## src/rtl/alu_byte_sequencer_pkg.sv

```systemverilog
// Shared constants for the byte-serial ALU sequencer: FSM state codes,
// the ALU opcodes used around it, and the byte-counter width helper.
package alu_byte_sequencer_pkg;

    localparam logic [1:0] ST_IDLE = 2'd0;
    localparam logic [1:0] ST_EXEC = 2'd1;
    localparam logic [1:0] ST_DONE = 2'd2;

    localparam logic [3:0] ALU_SEL_ADD = 4'h0;
    localparam logic [3:0] ALU_SEL_AND = 4'h1;
    localparam logic [3:0] ALU_SEL_OR  = 4'h2;
    localparam logic [3:0] ALU_SEL_XOR = 4'h3;

    // Byte index width; a single-byte build still needs a 1-bit counter.
    function automatic int kw_bits(input int n);
        return (n > 1) ? $clog2(n) : 1;
    endfunction

endpackage

```

## src/rtl/alu_byte_sequencer_if.sv

```systemverilog
// Request and response handshakes of the ALU byte sequencer.
// The master drives requests and consumes results; the slave is the sequencer.
interface alu_byte_sequencer_if #(
    parameter int NBYTES = 2
);
    logic                  in_valid;
    logic                  in_ready;
    logic [8*NBYTES-1:0]   in_a;
    logic [8*NBYTES-1:0]   in_b;
    logic [3:0]            in_sel;
    logic                  in_cin;
    logic                  out_valid;
    logic                  out_ready;
    logic [8*NBYTES-1:0]   out_result;
    logic                  out_cout;
    logic                  out_zero;

    modport master (
        output in_valid, in_a, in_b, in_sel, in_cin, out_ready,
        input  in_ready, out_valid, out_result, out_cout, out_zero
    );

    modport slave (
        input  in_valid, in_a, in_b, in_sel, in_cin, out_ready,
        output in_ready, out_valid, out_result, out_cout, out_zero
    );
endinterface

```

## src/rtl/alu_byte_sequencer.sv

```systemverilog
// Drives an external 8-bit ALU one byte per cycle (LSB first), chaining its
// carry-out into the next byte and assembling the wide result and flags.
module alu_byte_sequencer
    import alu_byte_sequencer_pkg::*;
#(
    parameter int NBYTES = 2
) (
    input  logic                 clk,
    input  logic                 rst_n,
    alu_byte_sequencer_if.slave  bus,
    output logic [7:0]           alu_a,
    output logic [7:0]           alu_b,
    output logic [3:0]           alu_sel,
    output logic                 alu_cin,
    input  logic [7:0]           alu_s,
    input  logic                 alu_cout
);
    localparam int W  = 8 * NBYTES;
    localparam int KW = kw_bits(NBYTES);
    localparam logic [KW-1:0] K_LAST = KW'(NBYTES - 1);

    logic [1:0]    state_q, state_d;
    logic [KW-1:0] k_q, k_d;
    logic [W-1:0]  a_q, a_d, b_q, b_d, result_q, result_d;
    logic [3:0]    sel_q, sel_d;
    logic          cin_q, cin_d, carry_q, carry_d, cout_q, cout_d, zero_q, zero_d;

    logic [7:0]    a_byte [NBYTES];
    logic [7:0]    b_byte [NBYTES];
    logic [W-1:0]  result_merged;
    logic          exec;

    // result_merged is the result register with byte k replaced by the live ALU output,
    // so the zero flag can be taken from the complete result on the last byte.
    generate
        for (genvar gi = 0; gi < NBYTES; gi++) begin : g_bytes
            assign a_byte[gi] = a_q[gi*8 +: 8];
            assign b_byte[gi] = b_q[gi*8 +: 8];
            assign result_merged[gi*8 +: 8] = (k_q == KW'(gi)) ? alu_s : result_q[gi*8 +: 8];
        end
    endgenerate

    assign exec           = (state_q == ST_EXEC);
    assign bus.in_ready   = (state_q == ST_IDLE);
    assign bus.out_valid  = (state_q == ST_DONE);
    assign bus.out_result = result_q;
    assign bus.out_cout   = cout_q;
    assign bus.out_zero   = zero_q;

    assign alu_a   = exec ? a_byte[k_q] : 8'h00;
    assign alu_b   = exec ? b_byte[k_q] : 8'h00;
    assign alu_sel = sel_q;
    assign alu_cin = exec ? ((k_q == '0) ? cin_q : carry_q) : 1'b0;

    always_comb begin
        state_d  = state_q;
        k_d      = k_q;
        a_d      = a_q;
        b_d      = b_q;
        sel_d    = sel_q;
        cin_d    = cin_q;
        carry_d  = carry_q;
        result_d = result_q;
        cout_d   = cout_q;
        zero_d   = zero_q;
        case (state_q)
            ST_IDLE: begin
                if (bus.in_valid) begin
                    a_d     = bus.in_a;
                    b_d     = bus.in_b;
                    sel_d   = bus.in_sel;
                    cin_d   = bus.in_cin;
                    k_d     = '0;
                    state_d = ST_EXEC;
                end
            end
            ST_EXEC: begin
                result_d = result_merged;
                carry_d  = alu_cout;
                if (k_q == K_LAST) begin
                    cout_d  = alu_cout;
                    zero_d  = ~|result_merged;
                    state_d = ST_DONE;
                end else begin
                    k_d = k_q + KW'(1);
                end
            end
            ST_DONE: begin
                if (bus.out_ready) begin
                    state_d = ST_IDLE;
                end
            end
            default: state_d = ST_IDLE;
        endcase
    end

    always_ff @(posedge clk or negedge rst_n) begin
        if (!rst_n) begin
            state_q  <= ST_IDLE;
            k_q      <= '0;
            a_q      <= '0;
            b_q      <= '0;
            sel_q    <= '0;
            cin_q    <= 1'b0;
            carry_q  <= 1'b0;
            result_q <= '0;
            cout_q   <= 1'b0;
            zero_q   <= 1'b0;
        end else begin
            state_q  <= state_d;
            k_q      <= k_d;
            a_q      <= a_d;
            b_q      <= b_d;
            sel_q    <= sel_d;
            cin_q    <= cin_d;
            carry_q  <= carry_d;
            result_q <= result_d;
            cout_q   <= cout_d;
            zero_q   <= zero_d;
        end
    end

endmodule
```

## src/flat_wrapper.sv

```systemverilog
// flat-port wrapper written by rule: the top's interface ports become plain ports
module alu_byte_sequencer_flat import alu_byte_sequencer_pkg::*;
#(
    parameter int NBYTES = 2
)
  (clk, rst_n, alu_a, alu_b, alu_sel, alu_cin, alu_s, alu_cout, bus_in_valid, bus_in_a, bus_in_b, bus_in_sel, bus_in_cin, bus_out_ready, bus_in_ready, bus_out_valid, bus_out_result, bus_out_cout, bus_out_zero);
  alu_byte_sequencer_if #(.NBYTES(NBYTES)) bus_i ();
  input  logic clk;
  input  logic rst_n;
  output logic [7:0] alu_a;
  output logic [7:0] alu_b;
  output logic [3:0] alu_sel;
  output logic alu_cin;
  input  logic [7:0] alu_s;
  input  logic alu_cout;
  input wire logic [$bits(bus_i.in_valid)-1:0] bus_in_valid;
  input wire logic [$bits(bus_i.in_a)-1:0] bus_in_a;
  input wire logic [$bits(bus_i.in_b)-1:0] bus_in_b;
  input wire logic [$bits(bus_i.in_sel)-1:0] bus_in_sel;
  input wire logic [$bits(bus_i.in_cin)-1:0] bus_in_cin;
  input wire logic [$bits(bus_i.out_ready)-1:0] bus_out_ready;
  output wire logic [$bits(bus_i.in_ready)-1:0] bus_in_ready;
  output wire logic [$bits(bus_i.out_valid)-1:0] bus_out_valid;
  output wire logic [$bits(bus_i.out_result)-1:0] bus_out_result;
  output wire logic [$bits(bus_i.out_cout)-1:0] bus_out_cout;
  output wire logic [$bits(bus_i.out_zero)-1:0] bus_out_zero;
  assign bus_i.in_valid = bus_in_valid;
  assign bus_i.in_a = bus_in_a;
  assign bus_i.in_b = bus_in_b;
  assign bus_i.in_sel = bus_in_sel;
  assign bus_i.in_cin = bus_in_cin;
  assign bus_i.out_ready = bus_out_ready;
  assign bus_in_ready = bus_i.in_ready;
  assign bus_out_valid = bus_i.out_valid;
  assign bus_out_result = bus_i.out_result;
  assign bus_out_cout = bus_i.out_cout;
  assign bus_out_zero = bus_i.out_zero;
  alu_byte_sequencer #(.NBYTES(NBYTES)) u_core (.clk(clk), .rst_n(rst_n), .bus(bus_i), .alu_a(alu_a), .alu_b(alu_b), .alu_sel(alu_sel), .alu_cin(alu_cin), .alu_s(alu_s), .alu_cout(alu_cout));
endmodule
```

## config.mk

```make
export PLATFORM = sky130hd
export DESIGN_NAME = alu_byte_sequencer_flat
export DESIGN_NICKNAME = d
export VERILOG_FILES = /design/src/rtl/alu_byte_sequencer_pkg.sv /design/src/rtl/alu_byte_sequencer_if.sv /design/src/rtl/alu_byte_sequencer.sv /design/src/flat_wrapper.sv
export SDC_FILE = /design/constraint.sdc
export NUM_CORES = 1
export LEC_CHECK = 0
export CAP_MARGIN = 30
export CORE_UTILIZATION = 40
export DETAILED_ROUTE_END_ITERATION = 6
export PLACE_DENSITY = 0.83
export SLEW_MARGIN = 25
export SYNTH_ARGS = -nofsm -noshare
export SYNTH_HDL_FRONTEND = slang
export SYNTH_SLANG_ARGS = --single-unit
export TNS_END_PERCENT = 1
```

## constraint.sdc

```tcl
create_clock -name clk -period 2.2 [get_ports clk]
set_clock_uncertainty 0.2 [all_clocks]
set_input_delay 0.44 -clock clk [delete_from_list [all_inputs] [get_ports clk]]
set_output_delay 0.44 -clock clk [all_outputs]
set_load 0.01 [all_outputs]
```

==> Word-level counts from Yosys, hierarchy flattened <==
Index checks and enable logic that the tools add are counted.
{ "totals": {"register_bits": 59, "wordCells": 45} }
{ "classes": {"add_sub_neg": 1, "n_lt_le_gt_ge": 1, "n_eq_ne": 5, "n_mux": 19, "bitwise": 1, "reduce_logical": 8} }
{ "op_table": {"columns": ["op", "count"], "rows": [
  ["$mux W8", 10],
  ["$reduce_or A16 Y1", 1],
  ["$mux W2", 3],
  ["$pmux W2 S3", 1],
  ["$reduce_and A2 Y1", 3],
  ["$mux W1", 4],
  ["$ne A2 B2 Y1 const B", 2],
  ["$reduce_and A3 Y1", 1],
  ["$eq A2 B1 Y1 const B", 1],
  ["$eq A2 B2 Y1 const B", 1],
  ["$ge A2 B2 Y1 const B", 1],
  ["$logic_not A2 Y1", 1],
  ["$ne A2 B1 Y1 const B", 1],
  ["$not A1 Y2", 1],
  ["$pmux W1 S2", 1],
  ["$reduce_bool A2 Y1", 1],
  ["$add A1 B1 Y1 const B", 1],
  ["$logic_not A1 Y1", 1]
]} }

==> Longest topological paths before layout <==
Gate-level depths: netlist of the first run.
{ "depth": {"depth_word": 5, "mapped_depth": 5} }

==> Worst setup path before layout of the first run <==
OpenSTA, ideal clock, no wires.
{ "synth_path": {"path_kind": "reg2out", "from": "register u_core.state_q[1]", "to": "output port alu_a[0]", "arrival_ns": 1.083, "t_required_ns": 1.560, "path_slack_ns": 0.477, "stages_incl_launch_ff": 5, "n_path_buf": 2, "cell_sequence": "dfrtp_1 nand2b_4 buf_2 clkbuf_1 nor2_1"} }
{ "synth_via": {"elab_chain_cells": 2} }
{ "synth_rtl": {"columns": ["item", "line", "source"], "rows": [
  ["start: declaration", "alu_byte_sequencer.sv:22", "logic [1:0] state_q, state_d;"],
  ["start signal: assignment", "alu_byte_sequencer.sv:110", "state_q <= state_d;"],
  ["$eq A2 B1 Y1", "alu_byte_sequencer.sv:43", "assign exec = (state_q == ST_EXEC);"],
  ["$mux W8", "alu_byte_sequencer.sv:50", "assign alu_a = exec ? a_byte[k_q] : 8'h00;"],
  ["end: declaration", "flat_wrapper.sv:10", "output logic [7:0] alu_a;"]
]} }
Every way passes these cells.

==> Worst setup path in the final report of the first run <==
{ "layout_path": {"from": "register u_core.state_q[0]", "to": "output port bus_in_ready"} }
{ "layout_via": {"elab_chain_cells": 1} }
{ "layout_rtl": {"columns": ["item", "line", "source"], "rows": [
  ["$logic_not A2 Y1", "alu_byte_sequencer.sv:44", "assign bus.in_ready = (state_q == ST_IDLE);"],
  ["end: declaration", "flat_wrapper.sv:22", "output wire logic [$bits(bus_i.in_ready)-1:0] bus_in_ready;"]
]} }
Every way passes these cells.

==> flow_metrics.py, run 1 <==
metrics = {
    "setup_path": {
        "cp_num_buf_inv": 1,
        "path_cells": "nor2_2 > clkdlybuf4s50_1",
        "crit_type": "reg -> out",
        "critPathMaxStageDelay_ns": 0.54,
        "crit_path_start_kind": "flip-flop",
        "cpMaxStageDelayCell": "clkdlybuf4s50_1",
        "crit_path_end_kind": "output pin",
        "worst_ep_required_time_ns": 1.56,
        "crit_fanout": 5,
        "worstPathArrival_ns": 1.49,
        "cpLargestDelayFamily": "buffers and inverters",
    },
    "synthesis": {
        "syn_nets": 227,
        "syn_area_um2": 2560,
        "syn_area_per_cell_um2": 14.5,
        "yosys_most_used_dff": "dfrtp_1",
        "synth.top_cell.area_share": 0.576,
        "synth_top_cell_by_area": "dfrtp_1",
        "synth.cells.most_frequent": "dfrtp_1 (59), mux2_2 (47), nor2_1 (18)",
        "synth.distinct_cells": 21,
        "yosys-top-cells-area": "dfrtp_1 (58%), mux2_2 (21%), mux2i_1 (6.6%)",
        "ys_seq_elements": 59,
        "ys_seq_area_frac": 0.576,
        "synthArstFlopShare": 1.00,
        "syn_inst": 177,
        "synth_edf_count": 0,
        "yosysMostFrequentCell": "dfrtp_1",
        "ys_warn_count": 0,
    },
    "route": {
        "routed_wl_um": 5710,
        "wl_per_cell_um": 15.8,
        "drc": 0,
        "final_antenna_net_count": 0,
        "drt-pass1-iter-count": 4,
        "vias": 1779,
        "drt_iter0_markers": 92,
        "vias_per_cell": 4.93,
    },
    "layout": {
        "final_area_um2": 3790,
        "antenna_cells": 0,
        "nNetsFinal": 332,
        "fillers": 512,
        "areaGrowthSynthToFinish_pct": 48.1,
        "drive_gt1_frac": 0.304,
    },
    "timing": {
        "hold_violations": 0,
        "max_freq_ghz": 0.470,
        "setup_viol": 0,
        "maxSlewViolCount": 0,
        "finalCriticalPeriod_ns": 2.13,
        "rsz0062_at_grt": "false",
        "slew_headroom": 0.665,
        "holdWs_ns": 0.305,
        "fin_ws_ns": 0.0706,
        "tightest_slew_ns": 0.502,
        "min_period_over_period": 0.968,
    },
    "cts": {
        "cts_root_buf": "clkbuf_8",
        "cts_buffers": 9,
        "cts_max_level": 3,
        "cts.sinks": 59,
        "cts_tree": "built",
        "clkTransAtPathRegs_ns": 0.06,
        "clock_latency_ns": 0.32,
        "clk_path_buf_depth": 2,
    },
    "floorplanning": {
        "io_pins": 91,
        "initial_core_util": 0.423,
        "die_y_um": 82.0,
        "rows": 28,
        "die_x_um": 82.0,
        "coreArea_um2": 6060,
        "fp.dieArea_um2": 6730,
    },
    "power_and_ir_drop": {
        "power.share.sequential": 0.378,
        "p_per_area_nw_per_um2": 1390,
        "power_uw": 5270,
        "netSwitchingFraction": 0.321,
        "switchingPower_uw": 1690,
        "clkPwrFrac": 0.153,
        "ir_drop_v": 0.000671,
        "p_int_uw": 3580,
        "p_leak_uw": 0.00172,
        "pwr-share-comb": 0.469,
    },
    "grt": {
        "grt_use_total": 0.186,
        "grt_overflow_total": 0,
        "grt_max_degree": 60,
        "grt_pass1_wl_um": 8990,
        "antenna_found_initial": 0,
        "grt_pass1_vias": 1854,
    },
    "worst_hold_path": {
        "hp-class": "reg -> reg",
    },
    "placement": {
        "place_congestion": 0.778,
        "pre_cts_slack_ns": 0.103,
        "dp_hpwl_um": 3840,
        "port_buffers": 90,
        "dpl_cell_area_um2": 3590,
    },
    "job": {
        "maxCapViolations": 0,
    },
    "run_status": {
        "status": "finished clean",
    },
}
[what timing repair did]
action,CTS,global route
resized for setup,21,1
endpoints found under the setup margin,17,1
hold buffers,1,0
endpoints found under the hold margin,59,0
buffers inserted,0,3
gates cloned,2,0
[sequential cells by signal, summed over array words and instances, names as in the netlist]
signal / count
u_core.a_q: 16
u_core.alu_sel: 4
u_core.b_q: 16
u_core.bus.out_cout: 1
u_core.bus.out_result: 16
u_core.bus.out_zero: 1
u_core.carry_q: 1
u_core.cin_q: 1
u_core.k_q: 1
u_core.state_q: 2
[cell usage in the layout, fill, tap and decap left out, drive strengths merged, types with 2 or more instances in the layout]
cell           count
nor2              20
o21ai              2
mux2i             17
clkdlybuf4s50     71
inv                2
clkinv             3
clkbuf            12
nand2b             4
nor4               4
mux2              55
dfrtp             59
dlygate4sd2       17
or2                2
buf               11
[cells by family after synthesis]
logic type      after synthesis  synth area share
flops                        59             0.576
buf+inv                      11            0.0278
compound gates                4            0.0112
simple gates                 31            0.0645
mux                          72             0.320
[routing by layer]
layer	track usage	wire (µm)	vias to the layer above
met2	0.302	2880	63
li1	-	-	834
met5	0	0	-
met3	0.0433	262	6
met4	0.0825	47	0
met1	0.234	2520	876
[final timing paths]
path                                             end  depth (start not counted)  slack [ns]                 startpoint
setup reg to reg           u_core.bus.out_result[14]                          4        0.30          u_core.state_q[0]
hold reg to reg            u_core.bus.out_result[11]                          1        0.31  u_core.bus.out_result[11]
hold / removal             u_core.bus.out_result[11]                          1        0.31  u_core.bus.out_result[11]
setup / recovery                        bus_in_ready                          2        0.07          u_core.state_q[0]
min in group asynchronous  u_core.bus.out_result[12]                          3        0.45                      rst_n
max in group asynchronous             u_core.a_q[11]                          3        1.09                      rst_n
[power groups by stage]
stage	clock network [µW]	registers, µW	logic (µW)
after global routing	884	2060	2670
final	808	1990	2470
after global placement	0	1950	2470
after detailed placement	0	1980	2510
after CTS	833	1990	2470
after floorplan	0	1990	1350
[layout make-up]
class | instances | area, µm² | area share
Sequential cell | 59 | 1480 | 0.390
Multi-Input combinational cell | 109 | 1040 | 0.274
Timing Repair Buffer | 101 | 1010 | 0.267
Clock buffer | 12 | 145 | 0.0383
Tap cell | 75 | 93.8 | 0.0247
Clock inverter | 3 | 15.0 | 0.00396
Inverter | 2 | 7.51 | 0.00198
[stage by stage]
step	TNS (ns)	util	std cells
floorplan	0	-	177
finish	0	0.626	361
detailed placement	0	0.592	340
CTS	-0.132	0.622	358
global route	0	0.626	361
global placement	0	0.592	340
Note: power is estimated with default switching activity, not from simulation.
==> inputs of run 2 (changes only) <==
--- a/config.mk
+++ b/config.mk
@@ -7,8 +7,9 @@
 export LEC_CHECK = 0
 export CAP_MARGIN = 30
 export CORE_UTILIZATION = 40
+export CTS_CLUSTER_SIZE = 8
 export DETAILED_ROUTE_END_ITERATION = 6
-export PLACE_DENSITY = 0.83
+export PLACE_DENSITY = 0.73
 export SLEW_MARGIN = 25
 export SYNTH_ARGS = -nofsm -noshare
 export SYNTH_HDL_FRONTEND = slang
==> run 2 against run 1 <==
Effect of this change: final area rose by 0.82%; total power rose by 0.98%; routed wire length rose by 3.1%; worst setup slack improved by 0.027 ns; largest cell class unchanged; sequential power barely moved; flip-flop and latch count did not move; hold slack barely moved; count of clock-buffer cells in the layout rose by 2; cell count fell by 0.28%.
==> flow_metrics.py, run 2 (synthesis gave the netlist of run 1 again) <==
metrics = {
    "worst_hold_path": {
        "hp-class": "reg -> reg",
        "hold_path_depth": 1,
        "whs_endpoint": "u_core.a_q[2]",
        "min-delay-start": "u_core.a_q[2]",
    },
    "setup_path": {
        "r2r-end": "u_core.bus.out_result[10]",
        "r2r_cells": 3,
        "crit_start": "u_core.k_q",
        "cp.depth": 4,
        "cpMaxStageDelayCell": "dfrtp_2",
        "crit_fanout": 11,
        "crit-reg2reg-launch": "u_core.state_q[0]",
        "critPathMaxStageDelay_ns": 0.41,
        "rrSetupSlack_ns": 0.35,
        "cpLargestDelayFamily": "buffers and inverters",
        "crit_path_end_kind": "output pin",
        "crit_path_start_kind": "flip-flop",
        "crit_type": "reg -> out",
        "path_cells": "buf_12 > mux2i_1 > nor2_1 > dlygate4sd2_1",
        "worstPathArrival_ns": 1.46,
        "cp_num_buf_inv": 2,
        "worst_ep_required_time_ns": 1.56,
    },
    "cts": {
        "postCtsSetupBuffers": 0,
        "clkTransAtPathRegs_ns": 0.06,
        "cts_buffers": 9,
        "clock_latency_ns": 0.32,
        "cts_tree": "built",
        "clk_path_buf_depth": 2,
        "cts_root_buf": "clkbuf_8",
        "cts_max_level": 3,
        "cts.sinks": 59,
    },
    "floorplanning": {
        "die_y_um": 82.0,
        "io_pins": 91,
        "rows": 28,
        "die_x_um": 82.0,
        "initial_core_util": 0.423,
        "coreArea_um2": 6060,
        "fp.dieArea_um2": 6730,
    },
    "layout": {
        "drive_gt1_frac": 0.302,
        "mostFrequentLayoutCell": "clkdlybuf4s50_1",
        "nNetsFinal": 330,
        "fillers": 498,
        "antenna_cells": 0,
        "areaGrowthSynthToFinish_pct": 49.3,
        "final_cell_mix": "clkdlybuf4s50_1 (70), dfrtp_1 (56), mux2_2 (47), nor2_1 (18)",
    },
    "route": {
        "wl_per_cell_um": 16.4,
        "routed_wl_um": 5890,
        "drc": 0,
        "vias": 1788,
        "drt-pass1-iter-count": 4,
        "drt_iter0_markers": 71,
        "vias_per_cell": 4.97,
        "final_antenna_net_count": 0,
    },
    "power_and_ir_drop": {
        "power_uw": 5320,
        "p_leak_uw": 0.00174,
        "ir_drop_v": 0.000714,
        "p_per_area_nw_per_um2": 1390,
    },
    "timing": {
        "tightest_slew_ns": 0.499,
        "min_period_over_period": 0.956,
        "hold_violations": 0,
        "finalCriticalPeriod_ns": 2.10,
        "maxSlewViolCount": 0,
        "setup_viol": 0,
        "max_freq_ghz": 0.476,
        "slew_headroom": 0.667,
        "rsz0062_at_grt": "false",
        "finalSetupTns_ns": 0,
    },
    "run_status": {
        "status": "finished clean",
    },
    "grt": {
        "grt_pass1_vias": 1818,
        "grt_pass1_wl_um": 8910,
        "antenna_found_initial": 0,
        "grt_overflow_total": 0,
        "grt_max_degree": 25,
        "use_met2": 0.311,
        "top_usage_layer": "met2",
        "grt.met1_usage": 0.229,
        "use_met3": 0.0278,
        "grt_use_total": 0.185,
    },
    "placement": {
        "place_congestion": 0.747,
        "dp_hpwl_um": 4070,
        "port_buffers": 90,
    },
    "job": {
        "maxCapViolations": 0,
    },
}
run 2: changes by cell type in the layout (fill, tap and decap cells not counted), sizes merged:
| cell | change |
|---|---|
| dlymetal6s2s | +1 |
| buf | -3 |
| clkbuf | +3 |
| clkinv | -1 |
| clkdlybuf4s50 | -1 |
run 2: routing by layer:
layer	routed length, µm	share of wire	vias to the layer above
met5	0	0	-
met2	2940	0.50	46
li1	-	-	837
met3	225	0.038	8
met4	103	0.017	0
met1	2620	0.44	897
run 2: power breakdown:
group	switching, µW	leakage (µW)	internal (µW)
clock	384	0.0000905	468
sequential	345	0.000693	1640
combinational	970	0.000953	1510
run 2: how the worst max path moves through the flow:
stage / slack [ns] / to
CTS: -0.15 / alu_b[4]
global placement: 0.14 / alu_b[1]
detailed placement: 0.12 / alu_b[1]
floorplan: 0.48 / alu_a[0]
finish: 0.1 / alu_b[5]
global route: 0.04 / alu_a[5]
run 2: cell type report:
| cell class | count | area (µm²) | share of cell area |
|---|---|---|---|
| multi-input cells | 109 | 1040 | 0.272 |
| well taps | 75 | 93.8 | 0.0245 |
| clock inverters | 2 | 10.0 | 0.00262 |
| clock buffers | 14 | 163 | 0.0425 |
| inverters | 2 | 7.51 | 0.00196 |
| repair buffers | 99 | 1030 | 0.269 |
| flip-flops and latches | 59 | 1480 | 0.387 |
run 2: timing repair:
| action | CTS | global route |
|---|---|---|
| endpoints found under the setup margin | 17 | 2 |
| gates cloned | 2 | 1 |
| hold buffers | 1 | 0 |
| resized for setup | 21 | 3 |
| endpoints found under the hold margin | 12 | 0 |
run 2: stage by stage:
stage	util	hold WS, ns	instance area, µm²	cells	worst slack (ns)
after global placement	0.594	0.164	3600	340	0.141
after detailed placement	0.594	0.158	3600	340	0.116
after global routing	0.631	0.315	3820	360	0.0391
after floorplan	-	-0.0556	2560	177	0.477
after CTS	0.626	0.306	3790	359	-0.148
final	0.631	0.305	3820	360	0.0976
==> inputs of run 3 (changes only) <==
==> constraint.sdc (replaced) <==
create_clock -name clk -period 2.2 [get_ports clk]
set_clock_uncertainty 0.2 [all_clocks]
set_input_delay 0.33 -clock clk [delete_from_list [all_inputs] [get_ports clk]]
set_output_delay 0.33 -clock clk [all_outputs]
set_load 0.01 [all_outputs]
==> run 3 against run 2 <==
Effect of this change: critical path depth is 1 lower; non-clock buffer count is 1 lower; flip-flop and latch count stayed put; hold slack hardly changed; sequential share of layout area is 0.36 points higher; sequential power hardly changed; critical endpoint is now bus_out_valid; first-iteration DRC count stayed put; combinational power is 4% lower; largest power group unchanged; via count is 0.78% lower; routed wire length is 2.6% lower.
==> flow_metrics.py, run 3 (synthesis gave the netlist of run 1 again) <==
metrics = {
    "run_status": {
        "status": "finished clean",
    },
    "job": {
        "maxCapViolations": 0,
    },
    "layout": {
        "areaGrowthSynthToFinish_pct": 47.8,
        "fillers": 510,
        "nNetsFinal": 329,
        "final_cells": 358,
        "mostFrequentLayoutCell": "clkdlybuf4s50_1",
        "final_cell_mix": "clkdlybuf4s50_1 (72), dfrtp_1 (57), mux2_2 (47), nor2_1 (18), mux2i_1 (17)",
        "regArea_um2": 1480,
        "antenna_cells": 0,
        "multi_input_area_um2": 1040,
        "drive_gt1_frac": 0.300,
    },
    "grt": {
        "grt_use_total": 0.187,
        "grt_pass1_vias": 1752,
        "grt_max_degree": 27,
        "antenna_found_initial": 0,
        "grt_pass1_wl_um": 8890,
        "grt_overflow_total": 0,
    },
    "setup_path": {
        "crit_type": "reg -> out",
        "crit_fanout": 5,
        "cp_num_buf_inv": 2,
        "critPathMaxStageDelay_ns": 0.52,
        "crit_path_end_kind": "output pin",
        "worst_ep_required_time_ns": 1.67,
        "worstPathArrival_ns": 1.56,
        "cpMaxStageDelayCell": "clkdlybuf4s50_1",
        "cpLargestDelayFamily": "buffers and inverters",
        "crit_path_start_kind": "flip-flop",
        "path_cells": "nand2b_1 > inv_1 > clkdlybuf4s50_1",
    },
    "timing": {
        "tightest_slew_ns": 0.505,
        "finalSetupTns_ns": 0,
        "hold_violations": 0,
        "max_freq_ghz": 0.478,
        "holdWs_ns": 0.305,
        "rsz0062_at_grt": "false",
        "maxSlewViolCount": 0,
        "slew_headroom": 0.664,
        "min_period_over_period": 0.951,
        "finalCriticalPeriod_ns": 2.09,
        "setup_viol": 0,
    },
    "floorplanning": {
        "io_pins": 91,
        "die_x_um": 82.0,
        "die_y_um": 82.0,
        "coreArea_um2": 6060,
        "rows": 28,
        "initial_core_util": 0.423,
        "fp.dieArea_um2": 6730,
    },
    "placement": {
        "port_buffers": 90,
        "dp_hpwl_um": 3960,
        "dp.cells": 340,
        "place_congestion": 0.755,
    },
    "route": {
        "vias_per_cell": 4.96,
        "drc": 0,
        "vias": 1774,
        "routed_wl_um": 5730,
        "final_antenna_net_count": 0,
        "wl_per_cell_um": 16.0,
        "drt_iter0_markers": 71,
        "drt-pass1-iter-count": 4,
    },
    "power_and_ir_drop": {
        "netSwitchingFraction": 0.316,
        "pwr-share-comb": 0.455,
        "p_int_uw": 3590,
        "switchingPower_uw": 1660,
        "power_uw": 5250,
        "ir_drop_v": 0.000735,
        "power.share.sequential": 0.377,
        "p_per_area_nw_per_um2": 1390,
        "clkPwrFrac": 0.168,
        "p_leak_uw": 0.00173,
    },
    "cts": {
        "clkTransAtPathRegs_ns": 0.06,
        "clk_path_buf_depth": 2,
        "clock_latency_ns": 0.32,
        "cts_tree": "built",
        "cts_buffers": 9,
        "cts_root_buf": "clkbuf_8",
        "cts.sinks": 59,
        "cts_max_level": 3,
        "postCtsSetupBuffers": 0,
    },
    "worst_hold_path": {
        "hp-class": "reg -> reg",
    },
}
## run 3: power groups by stage
stage	Combinational, µW	Clock, µW	Sequential, µW
4_1_cts	2440	905	1980
5_1_grt	2580	972	2050
3_5_place_dp	2460	0	1970
3_3_place_gp	2440	0	1950
6_report	2390	882	1980
2_1_floorplan	1350	0	1990
## run 3: timing repair
| item | in CTS | in global routing |
|---|---|---|
| gates cloned | 2 | 0 |
| gates resized for setup | 18 | 3 |
| hold endpoints to repair | 19 | 0 |
| hold buffers | 1 | 0 |
| setup endpoints to repair | 17 | 3 |
## run 3: final timing paths
path,startpoint,endpoint,slack [ns],cells after the start
worst max-delay path,u_core.state_q[0],bus_out_valid,0.11,3
worst min-delay path,u_core.alu_sel[2],u_core.alu_sel[2],0.30,1
worst max register to register,u_core.state_q[0],u_core.bus.out_result[8],0.35,3
worst min register to register,u_core.alu_sel[2],u_core.alu_sel[2],0.30,1
max in group asynchronous,rst_n,u_core.a_q[11],0.84,4
min in group asynchronous,rst_n,u_core.b_q[1],0.31,2
## run 3: per-layer routing
| layer | global-route usage | vias to the layer above | routed length, µm |
|---|---|---|---|
| li1 | - | 827 | - |
| met1 | 0.241 | 887 | 2600 |
| met2 | 0.284 | 50 | 2730 |
| met3 | 0.0522 | 10 | 284 |
| met4 | 0.102 | 0 | 121 |
| met5 | 0 | - | 0 |
## run 3: area by class of cell
| type | instances | area share |
|---|---|---|
| Clock buffer | 13 | 0.0446 |
| Timing Repair Buffer | 98 | 0.260 |
| Sequential cell | 59 | 0.391 |
| Multi-Input combinational cell | 109 | 0.275 |
| Inverter | 2 | 0.00198 |
| Clock inverter | 2 | 0.00264 |
| Tap cell | 75 | 0.0248 |
## run 3: through the flow
stage | worst slack [ns] | instance area (µm²) | utilization
after floorplan | 0.549 | 2560 | -
after global placement | 0.204 | 3580 | 0.590
after detailed placement | 0.203 | 3580 | 0.590
after CTS | 0.00121 | 3780 | 0.623
after global routing | 0.0470 | 3790 | 0.625
final | 0.107 | 3790 | 0.625
